### src/rtl/pipeline_hazard_ctrl.sv
// Hazard and sequencing controller for the 5-stage pipeline.
// Ports: clk, rst (async, active-high); hazard inputs id_rs, id_rt,
//   id_uses_rt, idex_memread, idex_rt, ex_branch_taken, ex_jump,
//   mem_busy, halt_req; latch controls pc_en, ifid_en, ifid_flush,
//   idex_en, idex_bubble, exmem_en; status halted, stall_count,
//   flush_count.
module pipeline_hazard_ctrl #(
   parameter int DRAIN_CYCLES = 4,
   parameter int CNT_W        = 16
) (
   input  logic             clk,
   input  logic             rst,
   input  logic [4:0]       id_rs,
   input  logic [4:0]       id_rt,
   input  logic             id_uses_rt,
   input  logic             idex_memread,
   input  logic [4:0]       idex_rt,
   input  logic             ex_branch_taken,
   input  logic             ex_jump,
   input  logic             mem_busy,
   input  logic             halt_req,
   output logic             pc_en,
   output logic             ifid_en,
   output logic             ifid_flush,
   output logic             idex_en,
   output logic             idex_bubble,
   output logic             exmem_en,
   output logic             halted,
   output logic [CNT_W-1:0] stall_count,
   output logic [CNT_W-1:0] flush_count
);

   typedef enum logic [1:0] {
      RUN    = 2'd0,
      DRAIN  = 2'd1,
      HALTED = 2'd2
   } state_t;

   localparam logic [2:0] DRAIN_LAST = 3'(DRAIN_CYCLES - 1);

   state_t     state;
   state_t     state_nxt;
   logic [2:0] drain_cnt;
   logic [2:0] drain_cnt_nxt;
   logic       lu;
   logic       rd;
   logic       stall_inc;
   logic       flush_inc;

   // $zero is never a real dependence, so rt==0 cannot stall.
   assign lu = idex_memread && (idex_rt != 5'd0) &&
               ((idex_rt == id_rs) ||
                (id_uses_rt && (idex_rt == id_rt)));
   assign rd = ex_branch_taken || ex_jump;

   // State register
   always_ff @(posedge clk or posedge rst) begin
      if (rst) begin
         state     <= RUN;
         drain_cnt <= 3'd0;
      end else begin
         state     <= state_nxt;
         drain_cnt <= drain_cnt_nxt;
      end
   end

   // Next-state logic
   always_comb begin
      state_nxt     = state;
      drain_cnt_nxt = drain_cnt;
      stall_inc     = 1'b0;
      flush_inc     = 1'b0;
      unique case (state)
         RUN, DRAIN: begin
            if (mem_busy) begin
               stall_inc = 1'b1;
            end else if (rd) begin
               flush_inc = 1'b1;
            end else if (lu) begin
               stall_inc = 1'b1;
            end else if (state == RUN) begin
               if (halt_req) begin
                  state_nxt     = DRAIN;
                  drain_cnt_nxt = 3'd0;
               end
            end else begin
               if (drain_cnt == DRAIN_LAST) begin
                  state_nxt = HALTED;
               end else begin
                  drain_cnt_nxt = drain_cnt + 3'd1;
               end
            end
         end
         HALTED: begin
            if (!halt_req) begin
               state_nxt = RUN;
            end
         end
         default: begin
            state_nxt     = RUN;
            drain_cnt_nxt = 3'd0;
         end
      endcase
   end

   // Output logic; reset holds the pipeline empty.
   always_comb begin
      pc_en       = 1'b0;
      ifid_en     = 1'b0;
      ifid_flush  = 1'b0;
      idex_en     = 1'b0;
      idex_bubble = 1'b0;
      exmem_en    = 1'b0;
      if (rst) begin
         ifid_flush  = 1'b1;
         idex_bubble = 1'b1;
      end else begin
         unique case (state)
            RUN, DRAIN: begin
               if (mem_busy) begin
                  pc_en = 1'b0;
               end else if (rd) begin
                  // Redirect also wins in DRAIN so PC keeps the target.
                  pc_en       = 1'b1;
                  ifid_en     = 1'b1;
                  ifid_flush  = 1'b1;
                  idex_en     = 1'b1;
                  idex_bubble = 1'b1;
                  exmem_en    = 1'b1;
               end else if (lu) begin
                  idex_en     = 1'b1;
                  idex_bubble = 1'b1;
                  exmem_en    = 1'b1;
               end else if (state == RUN) begin
                  pc_en    = 1'b1;
                  ifid_en  = 1'b1;
                  idex_en  = 1'b1;
                  exmem_en = 1'b1;
               end else begin
                  ifid_en    = 1'b1;
                  ifid_flush = 1'b1;
                  idex_en    = 1'b1;
                  exmem_en   = 1'b1;
               end
            end
            default: begin
               pc_en = 1'b0;
            end
         endcase
      end
   end

   // Status registers; counters stick at all-ones.
   always_ff @(posedge clk or posedge rst) begin
      if (rst) begin
         halted      <= 1'b0;
         stall_count <= '0;
         flush_count <= '0;
      end else begin
         halted <= (state == HALTED);
         if (stall_inc && (stall_count != '1)) begin
            stall_count <= stall_count + 1'b1;
         end
         if (flush_inc && (flush_count != '1)) begin
            flush_count <= flush_count + 1'b1;
         end
      end
   end

endmodule

### config.mk
export PLATFORM = sky130hd
export DESIGN_NAME = pipeline_hazard_ctrl
export DESIGN_NICKNAME = d
export VERILOG_FILES = /design/src/rtl/pipeline_hazard_ctrl.sv
export SDC_FILE = /design/constraint.sdc
export NUM_CORES = 1
export LEC_CHECK = 0
export BUFFER_PORTS_ARGS = -buffer_cell sky130_fd_sc_hd__buf_2
export CORE_AREA = 2 2 65 67
export CTS_CLUSTER_DIAMETER = 120
export CTS_CLUSTER_SIZE = 14
export DETAILED_ROUTE_END_ITERATION = 7
export DIE_AREA = 0 0 67 69
export GPL_ROUTABILITY_DRIVEN = 0
export GPL_TIMING_DRIVEN = 0
export PLACE_DENSITY = 0.82
export SLEW_MARGIN = 20
export SYNTH_ARGS = -nofsm -noshare
export SYNTH_HDL_FRONTEND = slang
export SYNTH_SLANG_ARGS = --single-unit
### constraint.sdc
create_clock -name clk -period 6.1 [get_ports clk]
set_input_delay 1.22 -clock clk [delete_from_list [all_inputs] [get_ports clk]]
set_output_delay 1.22 -clock clk [all_outputs]
set_load 0.05 [all_outputs]
After elaboration in Yosys (flattened, before gate mapping). Index checks and enable logic that the tools add are counted.

Word-level logic and storage cells: 81. Register bits: 38. Bits of input ports: 23. Output and inout bits: 39.

Add/sub/neg operators: 3. Bitwise logic cells: 1. Muxes and demuxes: 46. Reductions and logical operators: 12. Equal/unequal tests: 14.

Operators with widths (count): $add 16x1->16 const B (2); $ne 16x16->1 const B (2); $mux 1 (31); $mux 3 (6); $mux 2 (7); $reduce_and 6->1 (2); $eq 5x5->1 (2); $ne 3x3->1 const B (3); $ne 2x2->1 const B (4); $pmux 3 s2 (1); $logic_and 1x1->1 (5); $reduce_bool 5->1 (1); $pmux 2 s2 (1); $add 3x1->3 const B (1); $eq 3x2->1 const B (1); $eq 2x1->1 const B (1); $eq 2x2->1 const B (1); $logic_not 2->1 (1); $logic_or 1x1->1 (2); $reduce_or 2->1 (1); $not 1->1 (1).

Logic depth before layout (Yosys ltp).
Depth in word-level cells: 9. Gate-level depth with buffers: 8. Mapped depth without buffers: 8.

Worst setup path after synthesis. OpenSTA, ideal clock, no wires.

Kind: in2out. Start point: input idex_rt[1]. End point: output pc_en. Arrival time: 3.085 ns. Stages: 5. Buffers on the path: 0. Required time: 4.880 ns. Slack: 1.795 ns. Path through: or4_1 -> o21ai_2 -> nor2_1 -> or3_1 -> a21oi_1.

Longest elaborated chain between the ends: 9. Elaborated cells between the ends (all ways): 12. Classes of those cells: eq/ne (2); mux (5); reduce/logical (5).

Ends and longest elaborated chain: start: declaration (RTL line 17) `input logic [4:0] idex_rt,`; $eq 5x5->1 (RTL line 53) `(id_uses_rt && (idex_rt == id_rt)));`; $logic_and 1x1->1 (RTL line 53); $logic_or 1x1->1 (RTL line 52) `((idex_rt == id_rs) ||`; $logic_and 1x1->1 (*) (RTL line 51) `assign lu = idex_memread && (idex_rt != 5'd0) &&`; $mux 1 (*) (RTL line 130) `end else if (lu) begin`; $mux 1 (*) (RTL line 122) `end else if (rd) begin`; $mux 1 (*) (RTL line 120) `if (mem_busy) begin`; $mux 1 (*) (RTL line 118) `unique case (state)`; $mux 1 (*) (RTL line 114) `if (rst) begin`; end: declaration (RTL line 22) `output logic pc_en,`.

Mark *: on every way between the ends. The rest lies on a longest branch, timed or not.

Worst setup path in the final report. Ends and elaborated chain as after synthesis.

==> run summary <==
Buffers on Ports: 61
Die area: 4623 µm²
Syn Nets: 219
Post-Route WL: 4252 µm
Detailed Place HPWL: 3223 µm
Final non-filler cell total: 312
FMAX: 0.2420 GHz
Final Hold Vio Count: 0
CTS buffer count: 5
Gate Count Post-Synth: 192
Complex-gate fraction of the synthesized area: 5.950%
Cell Area, Synth: 2082 µm²
Core area: 3914 µm²
Setup Skew: 0.006990 ns
Register area: 950.9 µm²
Largest area contributor in the netlist: dfrtp_1
Post-synthesis mux area share: 2.103%
Fillers: 346
Area grow syn2layout: 24.10%
VDD IR max: 0.3207 mV
Area of the multi-input gates: 1082 µm²
Vias per inst: 5.314
H-tree Lvls: 2
Synthesis-stage register bit count: 38
Hold Path Class: flop to flop
First-pass DRT Iterations: 4
Flop2flop setup slack: 4.11 ns
Clk buf depth: 2
ANT cells: 0
Row count: 23
Worst hold margin: 0.4999 ns
Largest net degree at the start of global routing: 30
Setup repair after global routing missed its margin: false
Hold buffer count at cts: 0
Synth warn: 0
First-pass GRT wire length: 7320 µm
Placed cells: 304
Initial antenna violation count: 0
Post-Synth Simple-Gate Area: 25.12%
Initial core utilization: 53.20%
DR WL/cell: 13.63 µm
Pwr Density: 401.2 nW/µm²
Arr. time, crit path: 2.91 ns
Syn_area_per_cell: 10.84 µm²
Die Wd: 67 µm
Die height: 69 µm
Area contributors post-synth: dfrtp_1, xor2_1, xnor2_1
Crit share post-route: 67.73%
Top FF cell, synth: dfrtp_1
Status: completed
CTS Sinks: 38
CP endpoint kind: output port
Worst slew pin tran: 0.5620 ns
Crit path max-delay family: simple AND/OR/NAND/NOR gates
Root Driver: clkbuf_8
Final #Nets: 288
Most frequent cells in the layout: buf_2, dfrtp_1, xor2_1, nand2_1, xnor2_1
Yosys cell types: 44
Clk_lat worst skew: 0.29 ns
Setup CP Type: primary input to output port
Post-synthesis adder-cell area fraction: 2.404%
DRC viols: 0
Crit-path slowest cell: or4_1
Final min period: 4.132 ns
CP Max Fanout: 4
Max-slew violations: 0
Area share of the largest cell type after synthesis: 45.67%
Seq/Total Area, Yosys: 45.67%
Slowest stage delay, CP: 0.53 ns
Worst EP required: 4.88 ns
Initial DRC Count: 107
Crit-path cells: buf_2 > or4_1 > o21ai_2 > nor2_1 > or3_1 > a21oi_1 > buf_2
Most common cell after layout, fill and taps aside: buf_2
CTS tree: yes
Grt ovf: 0
All-layer global routing usage: 19.97%
CP Launch Type: primary input
Synth Area in XOR/XNOR: 16.41%
Ys async rst share: 100.0%
Setup bufs post-CTS: 0
Critical Path Most Common Cell: buf_2
Vias in the first global route: 1655
Final setup viols: 0
Share of cells above drive strength 1: 34.73%
Post-CTS resize count: 0
Buf/Inv on CP: 2
I/O pin count: 62
Static leakage: 0.001234 µW
Reg clk slew, reported paths: 0.08 ns
ANT nets after route: 0
Post-synth EDFFs: 0
Largest family of logic cells by synthesized area: simple AND/OR/NAND/NOR gates
Maxcap violations: 0
Rel. slew slack: 62.14%
Setup TNS: 0 ns
Via count: 1658
==> worst paths after layout <==
path	start	endpoint	depth (start not counted)
min in group asynchronous	rst	stall_count[1]	2
max reg2reg	stall_count[0]	stall_count[1]	6
min reg2reg	stall_count[4]	stall_count[4]	1
max	idex_rt[1]	pc_en	7
min	stall_count[4]	stall_count[4]	1
max in group asynchronous	rst	state[0]	3
==> final cells by class <==
cell class                      count  share of cell area (%)
Buffer                              3                  0.8717
Clock buffer                        5                   2.663
Clock inverter                      3                   1.743
Inverter                            7                   1.017
Multi-Input combinational cell    144                   41.89
Sequential cell                    38                   36.80
Tap cell                           50                   2.421
Timing Repair Buffer               62                   12.59
==> power by group <==
part	total [µW]	leakage [µW]	switching (µW)	internal (µW)
clock	214	0.0000504	92.3	122
sequential	397	0.000479	79.8	317
combinational	426	0.000705	298	128
==> per-stage QoR <==
stage	power, µW	setup WS, ns	instance area (µm²)	utilization (%)
after floorplan	719.5	1.795	2082	-
after global placement	814.0	1.686	2450	62.60
after detailed placement	830.1	1.969	2470	63.11
after CTS	1048	1.968	2584	66.02
after global routing	1097	1.881	2584	66.02
final	1037	1.968	2584	66.02
==> cell usage after synthesis, drive strengths merged (4+ instances only) <==
library cell,n
and3,5
dfrtp,38
ha,4
inv,7
nand2,15
nand3,12
nand4,5
nor2,11
nor3,7
nor4,6
o21ai,6
xnor2,14
xor2,25
==> cell families (layout without fill, tap and decap cells) <==
family,after synthesis,in the layout
flip-flops,38,38
adder cells (fa/ha/maj),4,4
XOR/XNOR,39,39
AO/OA/AOI/OAI,18,18
AND/OR/NAND/NOR,79,79
buffers and inverters,10,80
multiplexers,4,4
==> metal layers <==
layer  vias to the layer above  share of wire, %  GRT usage [%]  routed length (µm)
met1                       800                44          25.45                1856
met3                         6               4.5          5.220                 192
met2                        36                51          33.33                2163
met5                         -                 0              0                   0
li1                        816                 -              -                   -
met4                         0              0.92          4.762                  39
==> flip-flops by register name (all words and copies together), names as in the netlist <==
name,flops
stall_count,16
halted,1
flush_count,16
state,2
drain_cnt,3
Power figures use the tool's default switching activity.
